$ cat config.mk
export PLATFORM = sky130hd
export DESIGN_NAME = reg_wb_sched
export DESIGN_NICKNAME = d
export VERILOG_FILES = /design/src/rtl/reg_wb_sched.sv
export SDC_FILE = /design/constraint.sdc
export NUM_CORES = 1
export LEC_CHECK = 0
export ABC_AREA = 1
export BUFFER_PORTS_ARGS = -buffer_cell sky130_fd_sc_hd__buf_2
export CAP_MARGIN = 20
export CORE_MARGIN = 5
export CORE_UTILIZATION = 50
export CTS_CLUSTER_SIZE = 25
export DETAILED_ROUTE_END_ITERATION = 16
export GPL_ROUTABILITY_DRIVEN = 0
export PLACE_DENSITY = 0.84
export SLEW_MARGIN = 0
export SYNTH_ARGS = -nofsm -noshare
export SYNTH_HDL_FRONTEND = slang
export SYNTH_SLANG_ARGS = --single-unit
export TNS_END_PERCENT = 10
$ cat constraint.sdc
create_clock -name clk -period 3.4 [get_ports clk]
set_input_delay 0.68 -clock clk [delete_from_list [all_inputs] [get_ports clk]]
set_output_delay 0.68 -clock clk [all_outputs]
set_load 0.1 [all_outputs]
$ cat src/rtl/reg_wb_sched.sv
// reg_wb_sched: round-robin write-back port arbiter with a destination-register busy scoreboard
module reg_wb_sched #(
    parameter int NREQ = 3,
    parameter int DW = 32,
    parameter int AW = 5
) (
    input  logic                 clk,
    input  logic                 reset,
    input  logic [NREQ-1:0]      req_valid,
    input  logic [NREQ*AW-1:0]   req_sel,
    input  logic [NREQ*DW-1:0]   req_data,
    output logic [NREQ-1:0]      req_ready,
    output logic [DW-1:0]        busC,
    output logic [AW-1:0]        busCsel,
    output logic                 en,
    input  logic                 rsv_valid,
    input  logic [AW-1:0]        rsv_sel,
    input  logic [AW-1:0]        chk_selA,
    input  logic [AW-1:0]        chk_selB,
    output logic                 hazard,
    output logic [2**AW-1:0]     busy_mask,
    output logic [1:0]           grant_ptr
);
    logic [1:0]        g_idx;
    logic [1:0]        nxt_ptr;
    logic [AW-1:0]     a_sel;
    logic [DW-1:0]     a_data;
    logic [2**AW-1:0]  busy_nxt;
    logic              acc;
    logic              wb;

    function automatic logic [NREQ-1:0] rr_grant(input logic [NREQ-1:0] v, input logic [1:0] p);
        logic [NREQ-1:0] g;
        int j;
        g = '0;
        for (int k = NREQ - 1; k >= 0; k--) begin
            j = (int'(p) + k) % NREQ;
            if (v[j]) begin
                g = '0;
                g[j] = 1'b1;
            end
        end
        return g;
    endfunction

    assign req_ready = reset ? '0 : rr_grant(req_valid, grant_ptr);
    assign acc = |req_ready;
    assign wb = acc && (a_sel != '0);
    assign nxt_ptr = (g_idx == 2'(NREQ - 1)) ? 2'd0 : g_idx + 2'd1;
    assign hazard = busy_mask[chk_selA] | busy_mask[chk_selB];

    always_comb begin
        g_idx = '0;
        a_sel = '0;
        a_data = '0;
        for (int i = 0; i < NREQ; i++) begin
            if (req_ready[i]) begin
                g_idx = 2'(i);
                a_sel = req_sel[i*AW +: AW];
                a_data = req_data[i*DW +: DW];
            end
        end
    end

    always_comb begin
        busy_nxt = busy_mask;
        if (wb) busy_nxt[a_sel] = 1'b0;
        if (rsv_valid && rsv_sel != '0) busy_nxt[rsv_sel] = 1'b1;
    end

    always_ff @(posedge clk) begin
        if (reset) begin
            busC <= '0;
            busCsel <= '0;
            en <= 1'b0;
            busy_mask <= '0;
            grant_ptr <= '0;
        end else begin
            en <= wb;
            if (wb) begin
                busC <= a_data;
                busCsel <= a_sel;
            end
            if (acc) grant_ptr <= nxt_ptr;
            busy_mask <= busy_nxt;
        end
    end
endmodule

==> impl_metrics.json, run 1 <==
{
  "diodes": 0,
  "fmax_ghz": 0.312,
  "vdd_drop_max_mv": 0.598,
  "ys_types": 32,
  "vias_per_cell": 5.47,
  "grtUsageTotal_pct": 27.8,
  "finalHoldViolations": 0,
  "drtIter0Drc": 381,
  "die_w_um": 107,
  "slowest_delay_ps": 450,
  "die_y_um": 107,
  "synth_seq_cells": 72,
  "p_sw_w": 0.00343,
  "clock_path_buffers": 2,
  "num_io_pins": 208,
  "grt_max_degree": 65,
  "worst_slew_pin_slew_ps": 955,
  "cp_max_fo": 6,
  "grt_pass1_wl_um": 25900,
  "grt_pass1_vias": 5310,
  "cts_sinks": 72,
  "critPathKind": "register to output pin",
  "cap_violations": 0,
  "rsz0062_at_grt": "no",
  "antenna_left": 0,
  "wire_per_inst_um": 14.8,
  "cp-start-kind": "register",
  "cts_root_buf": "clkbuf_8",
  "yosysWarnings": 0,
  "worstPathRequired_ps": 2720,
  "clk_latency_ps": 340,
  "rows": 35,
  "total_leakage_power_nw": 2.95,
  "sw_frac_of_total_pct": 59.5,
  "netlist.top_cell.by_area": "dfxtp_1",
  "drive_above_1_share_pct": 25.7,
  "power_density_nw_per_um2": 963,
  "cp_common_cell": "nand3_1",
  "netlist_instances": 788,
  "clock_skew_ps": 6.68,
  "syn-num-nets": 924,
  "crit_path_top_delay_cell": "buf_2",
  "die-area_um2": 11400,
  "hold_depth": 2,
  "wl_um": 16200,
  "yosys-top-cells-count": "nand2_1 (209), nor2_1 (105), nand3_1 (100), dfxtp_1 (72), inv_1 (67)",
  "synth_ff_type": "dfxtp_1",
  "min_path_type": "register to register",
  "cts_tree": "done",
  "outcome": "finished clean",
  "relSlewSlack_pct": 35.9,
  "fin_crit_sh_pct": 94.2,
  "vias": 5957,
  "p_int_w": 0.00233,
  "cts_inserted_buffers": 9,
  "finalNetCount": 1111,
  "async_reset_ff_share_pct": 0,
  "synth.area.top_cells": "dfxtp_1 (31%), nand2_1 (17%), nand3_1 (11%), nor2_1 (8.4%), a21oi_1 (5.5%)",
  "p_clk_share_pct": 12.4,
  "start_util_pct": 51.1,
  "utilization_pct": 65.1,
  "synth_area_per_cell_um2": 5.97,
  "crit_arrival_ps": 2520,
  "slew_violations": 0,
  "setup-tns-final_ps": 0,
  "path_clk_slew_ps": 80,
  "drc": 0,
  "period_minus_slack_ps": 3200,
  "overflow": 0,
  "dpl.hpwl_um": 12400,
  "synth_most_common_cell": "nand2_1",
  "path_depth": 10,
  "synth_top_area_share_pct": 30.6,
  "area_growth_pct": 27.3,
  "synth_edf_count": 0,
  "cts-hold-fix-buffers": 0,
  "crit_family": "buffers and inverters",
  "crit_chain": "inv_1 -> ha_1 -> inv_2 -> nand2_1 -> nand3_1 -> nand3_1 -> nand3_1 -> nand2_1 -> clkinv_1 -> buf_2",
  "cts_max_level": 3,
  "ys_seq_area_share_pct": 30.6,
  "core-area_um2": 9200,
  "cp-end-kind": "output pin",
  "reg2reg_depth": 17,
  "antenna_found_initial": 0,
  "setup_viol": 0,
  "portBuffers": 207,
  "first_pass_iters": 6,
  "p_seq_share_pct": 19.2,
  "critPathBufInv": 4,
  "p_comb_share_pct": 68.4,
  "netlist_area_um2": 4700
}
==> registers in the layout, summed over array words and instances, names as in the netlist <==
| signal | cells |
|---|---|
| busCsel | 5 |
| grant_ptr | 2 |
| busC | 32 |
| en | 1 |
| busy_mask | 32 |
==> what timing repair did <==
item                                    CTS  global route
resized for setup                         0             3
endpoints found under the setup margin    0             2
setup buffers                             0             0
==> worst register-to-register path: cells and delay by family, from the launching register on <==
kind | cells | cell delay [ps]
flip-flops | 1 | 380
AND/OR/NAND/NOR | 12 | 1430
adder cells (fa/ha/maj) | 1 | 360
AO/OA/AOI/OAI | 1 | 50
buffers and inverters | 3 | 590
==> power groups by stage <==
stage	sequential [W]	combinational [W]	clock [W]
final	0.00111	0.00395	0.000713
after CTS	0.00111	0.00392	0.000726
after global routing	0.00113	0.00431	0.000763
after floorplan	0.00225	0.00215	0
after detailed placement	0.00112	0.00391	0
after global placement	0.00112	0.00387	0
==> layout by cell type (no fill, tap or decap), types with 3 or more instances in the layout <==
cell type	synthesis	routed
nand3_1	100	100
inv_2	5	4
buf_4	8	11
nand2_2	5	5
nor2_1	105	105
clkbuf_8	0	9
nand4_1	39	39
buf_2	2	206
o22ai_1	3	3
nand3_2	4	4
o221ai_1	5	5
inv_1	67	67
o211ai_1	5	5
dfxtp_1	72	72
a21oi_1	52	52
nor3_1	11	11
o21ai_0	45	45
ha_1	4	4
nand2_1	209	209
==> per-layer routing <==
metal	up-vias	track usage [%]	part of all wire, %
li1	2977	-	-
met4	0	7.67	1.9
met5	-	0	0
met2	302	45.6	47
met3	25	9.33	11
met1	2653	35.0	40
==> cell type report <==
type | instances | area [um2]
tap | 111 | 139
inverter | 74 | 280
fill | 875 | 3210
clock buffer | 11 | 131
clock inverter | 4 | 70.1
sequential | 72 | 1440
multi-input combinational | 599 | 2780
timing repair buffer | 219 | 1140
==> metrics by stage <==
step / total power (W) / std cells / area (um2) / setup slack (ps) / hold slack [ps]
after floorplan: 0.00439 / 788 / 4710 / -157 / 872
after global placement: 0.00499 / 1075 / 5780 / 343 / 455
after detailed placement: 0.00503 / 1075 / 5780 / 335 / 454
after CTS: 0.00576 / 1090 / 5980 / 137 / 468
after global routing: 0.00620 / 1090 / 5990 / 4.19 / 495
final: 0.00577 / 1090 / 5990 / 199 / 464
==> cells by family after synthesis <==
| family | after synthesis | share of synthesized area, % |
|---|---|---|
| simple gates | 479 | 44.6 |
| buf+inv | 117 | 10.2 |
| compound gates | 116 | 13.5 |
| flops | 72 | 30.6 |
| fa+ha+maj | 4 | 1.06 |
==> worst paths after layout <==
path / startpoint / endpoint / slack (ps)
worst min register to register: busCsel[1] / busCsel[1] / 460
worst min-delay path: busCsel[1] / busCsel[1] / 460
worst max-delay path: grant_ptr[0] / req_ready[0] / 200
worst max register to register: grant_ptr[0] / busy_mask[30] / 460
No activity file was read; power rests on OpenSTA's default activity.
==> inputs of run 2 (changes only) <==
--- a/config.mk
+++ b/config.mk
@@ -9,11 +9,11 @@
 export BUFFER_PORTS_ARGS = -buffer_cell sky130_fd_sc_hd__buf_2
 export CAP_MARGIN = 20
 export CORE_MARGIN = 5
-export CORE_UTILIZATION = 50
+export CORE_UTILIZATION = 48
 export CTS_CLUSTER_SIZE = 25
 export DETAILED_ROUTE_END_ITERATION = 16
 export GPL_ROUTABILITY_DRIVEN = 0
-export PLACE_DENSITY = 0.84
+export PLACE_DENSITY = 0.81
 export SLEW_MARGIN = 0
 export SYNTH_ARGS = -nofsm -noshare
 export SYNTH_HDL_FRONTEND = slang
==> constraint.sdc (replaced) <==
create_clock -name clk -period 2.95 [get_ports clk]
set_input_delay 0.59 -clock clk [delete_from_list [all_inputs] [get_ports clk]]
set_output_delay 0.59 -clock clk [all_outputs]
set_load 0.1 [all_outputs]
==> run 2 against run 1 <==
Effect of this change:
- total power up 26%
- via count rose by 1.1%
- combinational power up 31%
- register-to-register slack lost 220 ps
- final cell count grew 3.2%
- sequential cell count stayed put
- clock power rose by 11%
- setup slack improved by 5.5 ps
- die area is 3.8% higher
- sequential power is 15% higher
- design area is 4.1% higher
- global-route usage shrank 0.93 points
==> impl_metrics.json, run 2 (same netlist as run 1, synthesis figures left out) <==
{
  "outcome": "finished clean",
  "diodes": 0,
  "holdWs_ps": 459,
  "overflow": 0,
  "vias": 6023,
  "dpl.hpwl_um": 12400,
  "crit_path_top_delay_cell": "dfxtp_2",
  "die_w_um": 109,
  "rows": 36,
  "critPathKind": "register to output pin",
  "total_leakage_power_nw": 3.06,
  "fin_crit_sh_pct": 93.1,
  "die-area_um2": 11900,
  "reg2reg_depth": 19,
  "die_y_um": 109,
  "min_from": "reset",
  "grtUsageTotal_pct": 26.9,
  "start_util_pct": 48.6,
  "cp-end-kind": "output pin",
  "crit_arrival_ps": 2160,
  "cts_max_level": 3,
  "finalPower_w": 0.00726,
  "fmax_ghz": 0.364,
  "antenna_found_initial": 0,
  "r2r-end": "busC[1]",
  "utilization_pct": 64.4,
  "setup-tns-final_ps": 0,
  "worst_slew_pin_slew_ps": 721,
  "hold_depth": 2,
  "cp_max_fo": 6,
  "period_minus_slack_ps": 2750,
  "crit_chain": "inv_1 -> ha_4 -> inv_2 -> nand2_1 -> nand2_1 -> inv_1 -> nand3_1 -> nand3_2 -> nand2_2 -> clkinv_1 -> buf_4",
  "grt_pass1_wl_um": 25700,
  "clk_latency_ps": 340,
  "drive_above_1_share_pct": 27.2,
  "cts_sinks": 72,
  "grt_max_degree": 71,
  "wl_um": 16700,
  "power_density_nw_per_um2": 1160,
  "grt_pass1_vias": 5369,
  "setup_viol": 0,
  "relSlewSlack_pct": 51.8,
  "reg_top3": "busC x32, busy_mask x32, busCsel x5",
  "rsz0062_at_grt": "no",
  "rrSetupSlack_ps": 240,
  "cts_inserted_buffers": 9,
  "wire_per_inst_um": 14.8,
  "finalHoldViolations": 0,
  "num_io_pins": 208,
  "min_path_type": "primary input to register",
  "clock_path_buffers": 2,
  "vdd_drop_max_mv": 0.753,
  "cap_violations": 0,
  "core-area_um2": 9680,
  "area_growth_pct": 32.6,
  "layout_commonest_cell": "nand2_1",
  "drc": 0,
  "min_to": "busy_mask[0]",
  "portBuffers": 207,
  "clock_skew_ps": 7.48,
  "slowest_delay_ps": 360,
  "timing.rr.start": "grant_ptr[0]",
  "cts_root_buf": "clkbuf_8",
  "cts_tree": "done",
  "cp-start-kind": "register",
  "final_cell_mix": "nand2_1 (208), buf_2 (203), nor2_1 (105)",
  "path_clk_slew_ps": 80,
  "worstPathRequired_ps": 2360,
  "nFillCells": 939,
  "antenna_left": 0,
  "finalNetCount": 1123,
  "drtIter0Drc": 452,
  "first_pass_iters": 5,
  "slew_violations": 0,
  "vias_per_cell": 5.35
}
[run 2: cell types whose count changed in the layout (fill, tap and decap cells not counted), moves of 2 or more]
cell and change:
buf_12 +3, buf_4 +8, clkbuf_8 +2, clkbuf_16 +3
buf_2 -3, dfxtp_1 -2, dfxtp_2 +2
[run 2: through the flow]
| step | setup slack (ps) | std cells | cell area (um2) |
|---|---|---|---|
| 2_1_floorplan | 12.6 | 788 | 4710 |
| 3_3_place_gp | 238 | 1101 | 5870 |
| 3_5_place_dp | 153 | 1101 | 5870 |
| 4_1_cts | 31.3 | 1117 | 6070 |
| 5_1_grt | 13.2 | 1125 | 6240 |
| 6_report | 204 | 1125 | 6240 |
[run 2: how the worst max path moves through the flow]
stage,startpoint,to,slack (ps),cells past startpoint
6_report,grant_ptr[0],req_ready[0],200,11
5_1_grt,grant_ptr[0],busCsel[1],10,19
4_1_cts,grant_ptr[0],req_ready[0],30,11
3_5_place_dp,grant_ptr[0],busC[20],150,19
3_3_place_gp,grant_ptr[0],busC[29],240,19
2_1_floorplan,grant_ptr[0],req_ready[1],10,12
[run 2: area by class of cell]
type,instances,area (um2),area share [%]
clock buffer,13,159,2.55
clock inverter,3,40.0,0.642
sequential,72,1440,23.2
tap,133,166,2.67
timing repair buffer,231,1340,21.4
inverter,74,278,4.45
multi-input combinational,599,2810,45.1
[run 2: routing by layer]
layer	part of all wire [%]	vias to the layer above	track usage, %
li1	-	2998	-
met1	41	2739	34.1
met2	47	263	44.0
met3	10	23	7.87
met4	1.8	0	8.30
met5	0	-	0
[run 2: report_power, final]
group | switching (W) | internal, W | leakage (nW)
sequential | 0.0000990 | 0.00118 | 0.589
clock | 0.000357 | 0.000435 | 0.103
combinational | 0.00374 | 0.00145 | 2.37
total | 0.00419 | 0.00307 | 3.06
[run 2: what timing repair did]
item / 4_1_cts / 5_1_grt
pin swaps: 0 / 3
gates cloned: 0 / 4
endpoints found under the setup margin: 2 / 52
hold buffers: 0 / 0
resized for setup: 2 / 6
setup buffers: 0 / 4
[run 2: worst max-delay path, delay by kind of cell (launching register included)]
kind | cells | cell delay (ps)
buf+inv | 5 | 640
fa+ha+maj | 1 | 270
simple gates | 5 | 530
flops | 1 | 360
==> inputs of run 3 (changes only) <==
--- a/config.mk
+++ b/config.mk
@@ -9,11 +9,11 @@
 export BUFFER_PORTS_ARGS = -buffer_cell sky130_fd_sc_hd__buf_2
 export CAP_MARGIN = 20
 export CORE_MARGIN = 5
-export CORE_UTILIZATION = 48
+export CORE_UTILIZATION = 50
 export CTS_CLUSTER_SIZE = 25
 export DETAILED_ROUTE_END_ITERATION = 16
 export GPL_ROUTABILITY_DRIVEN = 0
-export PLACE_DENSITY = 0.81
+export PLACE_DENSITY = 0.84
 export SLEW_MARGIN = 0
 export SYNTH_ARGS = -nofsm -noshare
 export SYNTH_HDL_FRONTEND = slang
==> constraint.sdc (replaced) <==
create_clock -name clk -period 3.38 [get_ports clk]
set_input_delay 0.676 -clock clk [delete_from_list [all_inputs] [get_ports clk]]
set_output_delay 0.676 -clock clk [all_outputs]
set_load 0.1 [all_outputs]
==> run 3 against run 2 <==
Effect of this change:
- final cell count is 3.2% lower
- register-to-register slack gained 140 ps
- sequential cell count stayed put
- worst hold slack better by 8.1 ps
- clock power shrank 3.7%
- first-iteration DRC count is 3.8% higher
- die area down 3.6%
- total power decreased by 19%
- critical path depth up 1
- global-route usage increased by 0.99 points
- largest cell class unchanged
- largest power group unchanged
- highest routed layer unchanged
==> impl_metrics.json, run 3 (same netlist as run 1, synthesis figures left out) <==
{
  "outcome": "finished clean",
  "met2_length_um": 7400,
  "r2r-end": "busC[14]",
  "vias_per_cell": 5.48,
  "drtIter0Drc": 469,
  "final_cell_mix": "nand2_1 (209), buf_2 (205), nor2_1 (105)",
  "drc": 0,
  "reg_top3": "busC x32, busy_mask x32, busCsel x5",
  "first_pass_iters": 5,
  "portBuffers": 207,
  "crit_path_top_delay_cell": "dfxtp_1",
  "clock_skew_ps": 7.85,
  "wl_met1_um": 6510,
  "rows": 35,
  "overflow": 0,
  "clock_path_buffers": 2,
  "cts_sinks": 72,
  "finalNetCount": 1109,
  "cp_common_cell": "nand2_1",
  "met3_length_um": 1770,
  "grt_max_degree": 71,
  "reg2reg_depth": 19,
  "slowest_delay_ps": 390,
  "cp_max_fo": 23,
  "crit_arrival_ps": 2530,
  "dpl.hpwl_um": 12300,
  "critPathKind": "register to output pin",
  "path_clk_slew_ps": 70,
  "wl_um": 16200,
  "crit_chain": "inv_1 -> ha_1 -> inv_2 -> nand2_1 -> nand2_1 -> nand2_1 -> nand2_1 -> nand2_1 -> nand2_2 -> inv_4 -> buf_4 -> buf_12",
  "cts_inserted_buffers": 9,
  "cts_max_level": 3,
  "cp-start-kind": "register",
  "crit_path_end": "req_ready[2]",
  "min_path_type": "register to register",
  "antenna_found_initial": 0,
  "antenna_left": 0,
  "power_density_nw_per_um2": 974,
  "highest_layer": "met4",
  "grt_pass1_wl_um": 25900,
  "finalHoldViolations": 0,
  "grt_pass1_vias": 5440,
  "place_inst": 1073,
  "cp-startpoint": "grant_ptr[0]",
  "drive_above_1_share_pct": 25.8,
  "relSlewSlack_pct": 38.4,
  "die_y_um": 107,
  "rsz0062_at_grt": "no",
  "nFillCells": 845,
  "rrSetupSlack_ps": 380,
  "fmax_ghz": 0.312,
  "num_io_pins": 208,
  "worstPathRequired_ps": 2700,
  "cts_root_buf": "clkbuf_8",
  "timing.rr.start": "grant_ptr[0]",
  "register_area_um2": 1440,
  "core-area_um2": 9200,
  "slew_violations": 0,
  "worst_slew_pin_slew_ps": 917,
  "period_minus_slack_ps": 3210,
  "start_util_pct": 51.1,
  "fin_crit_sh_pct": 94.8,
  "cap_violations": 0,
  "total_leakage_power_nw": 2.95,
  "vdd_drop_max_mv": 0.613,
  "cts-hold-fix-buffers": 0,
  "grtUsageTotal_pct": 27.9,
  "vias": 5965,
  "layout_commonest_cell": "nand2_1",
  "fin_cells": 1089,
  "multi_input_area_um2": 2780,
  "setup_viol": 0,
  "utilization_pct": 65.3,
  "area_growth_pct": 27.7,
  "die_w_um": 107,
  "cp-end-kind": "output pin",
  "cts_tree": "done",
  "wire_per_inst_um": 14.9,
  "clk_latency_ps": 350,
  "die-area_um2": 11400
}
## run 3: worst min path at each step
stage          startpoint           end  slack [ps]  cells after the start
2_1_floorplan  rsv_sel[4]  busy_mask[1]         870                      3
3_3_place_gp   busCsel[1]    busCsel[1]         450                      2
3_5_place_dp   busCsel[0]    busCsel[0]         450                      2
4_1_cts        busCsel[0]    busCsel[0]         470                      2
5_1_grt        busCsel[1]    busCsel[1]         490                      2
6_report       busCsel[1]    busCsel[1]         470                      2
## run 3: cell type report
cell class	instances	share of cell area (%)
Antenna cell	1	0.0417
Inverter	74	4.67
Timing Repair Buffer	217	19.0
Sequential cell	72	24.0
Clock buffer	10	2.29
Clock inverter	5	1.35
Tap cell	111	2.31
Multi-Input combinational cell	599	46.3
## run 3: timing repair
item / 4_1_cts / 5_1_grt
setup endpoints to repair: 0 / 2
setup buffers: 0 / 0
resized for setup: 0 / 3
## run 3: per-layer routing
layer / up-vias / GRT usage [%]
met5: - / 0
met4: 0 / 12.6
met3: 47 / 7.34
met2: 334 / 44.0
met1: 2614 / 35.7
li1: 2970 / -
## run 3: power breakdown
group	leakage, nW	total (W)	switching [W]	internal, W
Clock	0.108	0.000764	0.000332	0.000432
Sequential	0.588	0.00111	0.0000846	0.00103
Combinational	2.25	0.00397	0.00305	0.000922
Total	2.95	0.00585	0.00347	0.00238
## run 3: worst max-delay path: cells and delay by family, from the launching register on
family	cells	cell delay [ps]
and+or+nand+nor	6	490
buffers and inverters	5	920
DFF	1	390
adders and majority gates	1	370
## run 3: through the flow
step           TNS, ps  hold slack [ps]  setup WS (ps)  cell area, um2  power [W]
3_3_place_gp         0              450            361            5780    0.00504
5_1_grt              0              493           5.73            6000    0.00631
4_1_cts              0              469           50.1            6000    0.00586
2_1_floorplan     -254              868           -173            4710    0.00442
3_5_place_dp         0              455            340            5780    0.00508
6_report             0              468            174            6010    0.00585
